===== config.mk =====
export PLATFORM = sky130hd
export DESIGN_NAME = seq_restoring_divider_flat
export DESIGN_NICKNAME = d
export VERILOG_FILES = /design/src/rtl/seq_restoring_divider_if.sv /design/src/rtl/seq_restoring_divider.sv /design/src/flat_wrapper.sv
export SDC_FILE = /design/constraint.sdc
export NUM_CORES = 1
export LEC_CHECK = 0
export CELL_PAD_IN_SITES_DETAIL_PLACEMENT = 0
export CELL_PAD_IN_SITES_GLOBAL_PLACEMENT = 1
export CORE_MARGIN = 4
export CORE_UTILIZATION = 45
export DETAILED_ROUTE_END_ITERATION = 8
export PLACE_DENSITY_LB_ADDON = 0.1
export SYNTH_ARGS = -nofsm -noshare
export SYNTH_HDL_FRONTEND = slang
export SYNTH_SLANG_ARGS = --single-unit

===== constraint.sdc =====
create_clock -name clk -period 4 [get_ports clk]
set_input_delay 1 -clock clk [delete_from_list [all_inputs] [get_ports clk]]
set_output_delay 1 -clock clk [all_outputs]
set_load 0.01 [all_outputs]

===== src/rtl/seq_restoring_divider_if.sv =====
// Start/done handshake bundle for the sequential restoring divider.
// The master drives the request and operands; the slave returns the result and status.
interface seq_restoring_divider_if #(
  parameter int WIDTH = 8
);
  logic             start;
  logic [WIDTH-1:0] dividend;
  logic [WIDTH-1:0] divisor;
  logic [WIDTH-1:0] quotient;
  logic [WIDTH-1:0] remainder;
  logic             busy;
  logic             done;
  logic             div_by_zero;

  modport master (
    output start, dividend, divisor,
    input  quotient, remainder, busy, done, div_by_zero
  );

  modport slave (
    input  start, dividend, divisor,
    output quotient, remainder, busy, done, div_by_zero
  );
endinterface


===== src/rtl/seq_restoring_divider.sv =====
// Unsigned sequential restoring divider: one quotient bit per SHIFT+COMP pair.
// Results are registered and held until the next accepted start.
module seq_restoring_divider #(
  parameter int WIDTH = 8
) (
  input  logic                    clk,
  input  logic                    rst,
  seq_restoring_divider_if.slave  bus
);

  localparam int CW = $clog2(WIDTH + 1);

  localparam logic [2:0] S_IDLE  = 3'd0;
  localparam logic [2:0] S_CHECK = 3'd1;
  localparam logic [2:0] S_SHIFT = 3'd2;
  localparam logic [2:0] S_COMP  = 3'd3;
  localparam logic [2:0] S_DONE  = 3'd4;

  logic [2:0]       state_q,     state_d;
  logic [WIDTH:0]   a_q,         a_d;
  logic [WIDTH-1:0] q_q,         q_d;
  logic [WIDTH-1:0] m_q,         m_d;
  logic [CW-1:0]    count_q,     count_d;
  logic [WIDTH-1:0] quotient_q,  quotient_d;
  logic [WIDTH-1:0] remainder_q, remainder_d;
  logic             dbz_q,       dbz_d;

  logic [WIDTH:0]   diff;
  logic [2*WIDTH:0] shifted;
  logic [WIDTH:0]   comp_a;
  logic [WIDTH-1:0] comp_q;

  assign diff    = a_q - {1'b0, m_q};
  assign shifted = {a_q, q_q} << 1;

  always_comb begin
    // NOTE: every variable gets its hold value first so no path leaves it unassigned (no latches).
    state_d     = state_q;
    a_d         = a_q;
    q_d         = q_q;
    m_d         = m_q;
    count_d     = count_q;
    quotient_d  = quotient_q;
    remainder_d = remainder_q;
    dbz_d       = dbz_q;
    comp_a      = a_q;
    comp_q      = q_q;

    // A borrow out of the subtraction means the divisor did not fit: keep A (restore).
    if (!diff[WIDTH]) begin
      comp_a = diff;
    end
    comp_q[0] = ~diff[WIDTH];

    case (state_q)
      S_IDLE: begin
        if (bus.start) begin
          q_d     = bus.dividend;
          m_d     = bus.divisor;
          a_d     = '0;
          count_d = CW'(WIDTH);
          dbz_d   = 1'b0;
          state_d = S_CHECK;
        end
      end
      S_CHECK: begin
        if (m_q == '0) begin
          dbz_d       = 1'b1;
          quotient_d  = '1;
          remainder_d = q_q;
          state_d     = S_DONE;
        end else begin
          state_d = S_SHIFT;
        end
      end
      S_SHIFT: begin
        a_d     = shifted[2*WIDTH:WIDTH];
        q_d     = shifted[WIDTH-1:0];
        state_d = S_COMP;
      end
      S_COMP: begin
        a_d     = comp_a;
        q_d     = comp_q;
        count_d = count_q - CW'(1);
        if (count_q == CW'(1)) begin
          quotient_d  = comp_q;
          remainder_d = comp_a[WIDTH-1:0];
          state_d     = S_DONE;
        end else begin
          state_d = S_SHIFT;
        end
      end
      S_DONE:  state_d = S_IDLE;
      default: state_d = S_IDLE;
    endcase
  end

  // NOTE: sequential state uses non-blocking assignments so every flop samples pre-edge values.
  always_ff @(posedge clk or posedge rst) begin
    if (rst) begin
      state_q     <= S_IDLE;
      a_q         <= '0;
      q_q         <= '0;
      m_q         <= '0;
      count_q     <= '0;
      quotient_q  <= '0;
      remainder_q <= '0;
      dbz_q       <= 1'b0;
    end else begin
      state_q     <= state_d;
      a_q         <= a_d;
      q_q         <= q_d;
      m_q         <= m_d;
      count_q     <= count_d;
      quotient_q  <= quotient_d;
      remainder_q <= remainder_d;
      dbz_q       <= dbz_d;
    end
  end

  assign bus.quotient    = quotient_q;
  assign bus.remainder   = remainder_q;
  assign bus.div_by_zero = dbz_q;
  assign bus.busy        = (state_q != S_IDLE);
  assign bus.done        = (state_q == S_DONE);

endmodule


===== src/flat_wrapper.sv =====
// flat-port wrapper written by rule: the top's interface ports become plain ports
module seq_restoring_divider_flat 
#(
  parameter int WIDTH = 8
)
  (clk, rst, bus_start, bus_dividend, bus_divisor, bus_quotient, bus_remainder, bus_busy, bus_done, bus_div_by_zero);
  seq_restoring_divider_if #(.WIDTH(WIDTH)) bus_i ();
  input  logic clk;
  input  logic rst;
  input wire logic [$bits(bus_i.start)-1:0] bus_start;
  input wire logic [$bits(bus_i.dividend)-1:0] bus_dividend;
  input wire logic [$bits(bus_i.divisor)-1:0] bus_divisor;
  output wire logic [$bits(bus_i.quotient)-1:0] bus_quotient;
  output wire logic [$bits(bus_i.remainder)-1:0] bus_remainder;
  output wire logic [$bits(bus_i.busy)-1:0] bus_busy;
  output wire logic [$bits(bus_i.done)-1:0] bus_done;
  output wire logic [$bits(bus_i.div_by_zero)-1:0] bus_div_by_zero;
  assign bus_i.start = bus_start;
  assign bus_i.dividend = bus_dividend;
  assign bus_i.divisor = bus_divisor;
  assign bus_quotient = bus_i.quotient;
  assign bus_remainder = bus_i.remainder;
  assign bus_busy = bus_i.busy;
  assign bus_done = bus_i.done;
  assign bus_div_by_zero = bus_i.div_by_zero;
  seq_restoring_divider #(.WIDTH(WIDTH)) u_core (.clk(clk), .rst(rst), .bus(bus_i));
endmodule

==> results.toml, run 1 <==
[worst_setup_path]
crit_chain = "inv_1 > nand2_1 > clkdlybuf4s50_1"
path_class = "flop to output pin"
required_ps = 3000
worst-path-buf-inv = 2
cpPeakStageDelay_ps = 680
r2r-start = "u_core.m_q[0]$_DFFE_PP0P_"
crit_slowest_cell = "dfrtp_1"
cp-startpoint = "u_core.state_q[0]$_DFFE_PP0P_"
worstSetupStartpointType = "flop"
cp_max_fo = 14
crit_arrival_ps = 1900
critPathTopFamily = "buffers and inverters"
crit_path_end_kind = "output pin"

[synth]
synth_cell_types = 41
yosysTopAreaCell = "dfrtp_1"
syn_inst = 301
synth_nets = 331
yosys_warnings = 0
yosys_register_bits = 49
syn_area_per_cell_um2 = 9.12
synthesis.area_um2 = 2750
synth.top_cells.by_area = "dfrtp_1 45%, nor2_1 4.6%, a21oi_1 4.6%"
synth_top_area_share_pct = 44.7
ys_seq_area_share_pct = 44.7

[final_layout]
final_common_cell = "dfrtp_1"
layout_common_cells = "49 x dfrtp_1, 37 x clkdlybuf4s50_1, 34 x nor2_1"
diodes = 0
drive_gt1_share_pct = 8.01
syn2layout_area_growth_pct = 18.0
final_area_um2 = 3240
fin_cells = 412
fin_util_pct = 54.7
nets = 366

[outcome]
status = "completed"

[routing]
vias = 2184
drc = 0
dr.pass1.iters = 4
viasPerCell = 5.30
wl_per_cell_um = 14.8
ant_nets = 0
wl_mm = 6.11
drtIter0Drc = 87

[floorplanning]
die_w_um = 86.1
initial_utilization_pct = 46.4
io_pins = 38
row_count = 28
fp.dieH_um = 86.1
die_area_um2 = 7410
core_um2 = 5920

[power_and_ir_drop]
powerDensity_nw_per_um2 = 858
finalPower_mw = 2.78
power.leakage_nw = 1.40
max-vdd-ir-drop_v = 0.000419

[clock_tree]
cts_sinks = 49
h-tree-depth = 2
cts_root_buffer = "clkbuf_8"
cts_hold_buf = 0
post_cts_buffers = 0
clock_latency_ps = 300
clk_path_buf_depth = 2
numCtsBuffers = 5
cts_tree = "built"
clkTransAtPathRegs_ps = 100
post_cts_resized = 0

[timing]
hold_violations = 0
grt_setup_unrepaired = "no"
timing.fmax_ghz = 0.345
timing.hold.ws_ps = 503
drv_slew = 0
relSlewSlack_pct = 31.2
finalSetupViolCount = 0
skew_ps = 7.07
period_needed_ps = 2900
min_period_over_period_pct = 72.5
setup_slack_ps = 1100
timing.setup.tns_ps = 0
tightest_slew_ps = 1030

[global_routing]
antenna_found_initial = 0
grt_pass1_wl_mm = 10.4
grt_pass1_vias = 2177
overflow = 0
grt_max_degree = 50
track_usage_pct = 17.6

[place]
port_buffers = 37
dp_cells = 404
gp_congestion = 0.773
hpwl_mm = 4.47
place_area_um2 = 3150
post-place-ws_ps = 1230

[min_path]
hold_path_startpoint = "u_core.a_q[0]$_DFFE_PP0P_"
worstHoldPathType = "flop to flop"

[job]
maxCapViolCount = 0
## worst register-to-register path, cell delays in order (launching register included)
cell and delay, ps:
dfrtp_1 400, ha_1 230, fa_1 400, nand2b_1 180
a21oi_1 170, nor2b_1 90, o211a_1 440, a311oi_4 590
o221ai_1 180
## power by group
group          internal (mW)  leakage [nW]  total, mW  switching (mW)
Combinational          0.717         0.739       1.58           0.865
Sequential             0.705         0.615      0.899           0.194
Clock                  0.124        0.0445      0.298           0.174
## area by class of cell
type,count,area [µm²]
inverter,31,116
tap,75,93.8
sequential,49,1230
clock buffer,5,68.8
multi-input combinational,207,1310
timing repair buffer,42,408
clock inverter,3,21.3
fill,554,2680
## final timing paths
kind	endpoint	slack, ps	cells after the start
max	bus_busy	1100	3
min	u_core.a_q[1]$_DFFE_PP0P_	500	2
max reg2reg	u_core.a_q[2]$_DFFE_PP0P_	1200	8
min reg2reg	u_core.a_q[1]$_DFFE_PP0P_	500	2
max in group asynchronous	u_core.a_q[2]$_DFFE_PP0P_	2110	2
min in group asynchronous	u_core.bus.div_by_zero$_DFFE_PP0P_	1250	2
## synth_stat cells (all sizes together)
cell type	n
o211a	1
o31a	1
nand2	31
o22ai	1
nand3	8
o2111a	1
or4	3
mux2i	5
or2	1
a311oi	1
nor2	34
nor2b	5
clkbuf	7
a31oi	3
nand2b	4
ha	10
a311o	3
dfrtp	49
and3	3
xor2	3
o221ai	13
a21oi	26
nand4b	1
fa	1
xnor2	2
nor3	8
buf	7
o21ai	23
o21a	1
inv	31
mux2	4
o211ai	1
nor3b	9
## state kept, by name (all words and copies together) (netlist names)
register,cells
u_core.bus.div_by_zero,1
u_core.state_q,3
u_core.bus.quotient,8
u_core.count_q,4
u_core.bus.remainder,8
u_core.q_q,8
u_core.m_q,8
u_core.a_q,9
## routing by layer
metal	up-vias	wire length (µm)	track usage [%]
met1	1028	2970	24.3
met4	0	71	4.32
li1	1112	-	-
met5	-	0	0
met2	37	2860	28.5
met3	7	199	3.36
## cells by family after synthesis
| group | Yosys count | synth area share [%] |
|---|---|---|
| compound gates | 75 | 17.8 |
| flops | 49 | 44.7 |
| simple gates | 107 | 19.2 |
| buf+inv | 45 | 7.98 |
| xor+xnor | 5 | 1.60 |
| fa+ha+maj | 11 | 5.29 |
| mux | 9 | 3.46 |
(Power assumes the default switching activity.)
==> run 2, diff against run 1 <==
--- a/config.mk
+++ b/config.mk
@@ -8,7 +8,7 @@
 export CELL_PAD_IN_SITES_DETAIL_PLACEMENT = 0
 export CELL_PAD_IN_SITES_GLOBAL_PLACEMENT = 1
 export CORE_MARGIN = 4
-export CORE_UTILIZATION = 45
+export CORE_UTILIZATION = 38
 export DETAILED_ROUTE_END_ITERATION = 8
 export PLACE_DENSITY_LB_ADDON = 0.1
 export SYNTH_ARGS = -nofsm -noshare
==> constraint.sdc (replaced) <==
create_clock -name clk -period 2.6 [get_ports clk]
set_input_delay 0.65 -clock clk [delete_from_list [all_inputs] [get_ports clk]]
set_output_delay 0.65 -clock clk [all_outputs]
set_load 0.01 [all_outputs]
==> run 2 against run 1 <==
- clock skew is 4.7 ps higher
- first-iteration DRC count rose by 8.0%
- highest routed layer unchanged
- core utilization decreased by 5.1 points
==> results.toml, run 2 (synthesized netlist as in run 1, its figures left out) <==
[outcome]
status = "completed"

[job]
maxCapViolCount = 0

[worst_setup_path]
rr_worst_depth = 10
cp_max_fo = 6
cpPeakStageDelay_ps = 400
crit_arrival_ps = 2630
worst-path-buf-inv = 2
r2r-start = "u_core.a_q[0]$_DFFE_PP0P_"
cp-startpoint = "u_core.a_q[0]$_DFFE_PP0P_"
crit_path_end_kind = "flop"
rrSetupSlack_ps = 160
crit_slowest_cell = "fa_1"
crit_chain = "inv_1 > ha_1 > fa_1 > nand2b_1 > a21oi_2 > nor2b_1 > o211a_4 > a311oi_4 > buf_4 > o221ai_1"
r2r_end = "u_core.a_q[5]$_DFFE_PP0P_"
critPathTopFamily = "compound AO/OA/AOI/OAI gates"
path_class = "flop to flop"
required_ps = 2780
worstSetupStartpointType = "flop"

[final_layout]
final_common_cell = "dfrtp_1"
fillCellCount = 685
regArea_um2 = 1230
syn2layout_area_growth_pct = 24.8
top_register = "u_core.a_q"
layout_common_cells = "49 x dfrtp_1, 37 x clkdlybuf4s50_1, 34 x nor2_1"
nets = 387
drive_gt1_share_pct = 13.7
largest_reg_flops = 9
diodes = 0
multi_input_area_um2 = 1320
fin_cells = 454

[floorplanning]
fp.dieH_um = 93.0
row_count = 30
die_area_um2 = 8650
io_pins = 38
die_w_um = 93.0
core_um2 = 6910
initial_utilization_pct = 39.7

[clock_tree]
cts_root_buffer = "clkbuf_8"
clk_path_buf_depth = 2
h-tree-depth = 2
clock_latency_ps = 300
numCtsBuffers = 5
post_cts_resized = 0
clkTransAtPathRegs_ps = 90
cts_hold_buf = 0
cts_sinks = 49
post_cts_buffers = 0
cts_tree = "built"

[timing]
tightest_slew_ps = 585
min_period_over_period_pct = 94.0
grt_setup_unrepaired = "yes"
period_needed_ps = 2440
skew_ps = 11.8
timing.fmax_ghz = 0.409
relSlewSlack_pct = 60.8
hold_violations = 0
drv_slew = 0
finalSetupViolCount = 0
timing.setup.tns_ps = 0
setup_slack_ps = 155

[power_and_ir_drop]
power.leakage_nw = 1.50
max-vdd-ir-drop_v = 0.000907
powerDensity_nw_per_um2 = 1350

[global_routing]
overflow = 0
grt_max_degree = 20
antenna_found_initial = 0
grt_pass1_vias = 2219
grt_pass1_wl_mm = 11.0
track_usage_pct = 16.0

[routing]
dr.pass1.iters = 4
vias = 2269
wl_mm = 6.61
ant_nets = 0
drc = 0
wl_per_cell_um = 14.5
drtIter0Drc = 94
viasPerCell = 5.00

[place]
hpwl_mm = 5.13
post-place-ws_ps = 51.9
dp_cells = 446
port_buffers = 37
gp_congestion = 0.800

[min_path]
hold_path_startpoint = "u_core.a_q[0]$_DFFE_PP0P_"
holdPathStages = 2
worstHoldPathType = "flop to flop"
hold_path_end = "u_core.a_q[1]$_DFFE_PP0P_"
[run 2: cell count changes in the layout (fill, tap and decap cells not counted)]
cell        delta
buf_4         +21
clkinv_2       +1
clkinvlp_4     -1
o211a_1        -1
a21oi_2        +1
o211a_4        +1
inv_6          -1
clkbuf_1       +1
a21oi_1        -1
[run 2: worst min-delay path, cell delays in order, from the launching register on]
cell	delay (ps)
dfrtp_1	350
nand2_1	50
o221ai_1	60
[run 2: metal layers]
layer	track usage [%]	up-vias	part of all wire [%]
met4	4.88	0	1.8
met3	3.14	15	4.0
met2	24.7	43	45
met1	22.8	1057	49
li1	-	1154	-
met5	0	-	0
[run 2: stage by stage]
| step | utilization [%] | cell area, µm² | power [mW] | hold slack [ps] |
|---|---|---|---|---|
| floorplan | - | 2750 | 3.14 | 456 |
| global placement | 48.3 | 3330 | 4.15 | 476 |
| detailed placement | 48.3 | 3330 | 4.18 | 481 |
| CTS | 49.5 | 3420 | 4.63 | 501 |
| global route | 49.6 | 3430 | 5.05 | 549 |
| finish | 49.6 | 3430 | 4.62 | 503 |
[run 2: final cells by class]
| class | instances | area share, % |
|---|---|---|
| clock buffer | 6 | 2.12 |
| multi-input combinational | 207 | 38.4 |
| tap | 96 | 3.50 |
| inverter | 31 | 3.40 |
| timing repair buffer | 63 | 16.5 |
| sequential | 49 | 35.8 |
| clock inverter | 2 | 0.292 |
[run 2: worst max path at each step]
| stage | end | slack [ps] | depth (start not counted) |
|---|---|---|---|
| 2_1_floorplan | u_core.a_q[0]$_DFFE_PP0P_ | 180 | 9 |
| 3_3_place_gp | u_core.bus.remainder[5]$_DFFE_PP0P_ | 100 | 9 |
| 3_5_place_dp | u_core.bus.remainder[4]$_DFFE_PP0P_ | 50 | 9 |
| 4_1_cts | u_core.bus.remainder[5]$_DFFE_PP0P_ | 20 | 9 |
| 5_1_grt | u_core.a_q[5]$_DFFE_PP0P_ | -3 | 10 |
| 6_report | u_core.a_q[5]$_DFFE_PP0P_ | 160 | 10 |
[run 2: power breakdown]
part	total [mW]	switching [mW]	internal [mW]
clock network	0.449	0.261	0.187
logic	2.81	1.44	1.38
registers	1.36	0.272	1.09
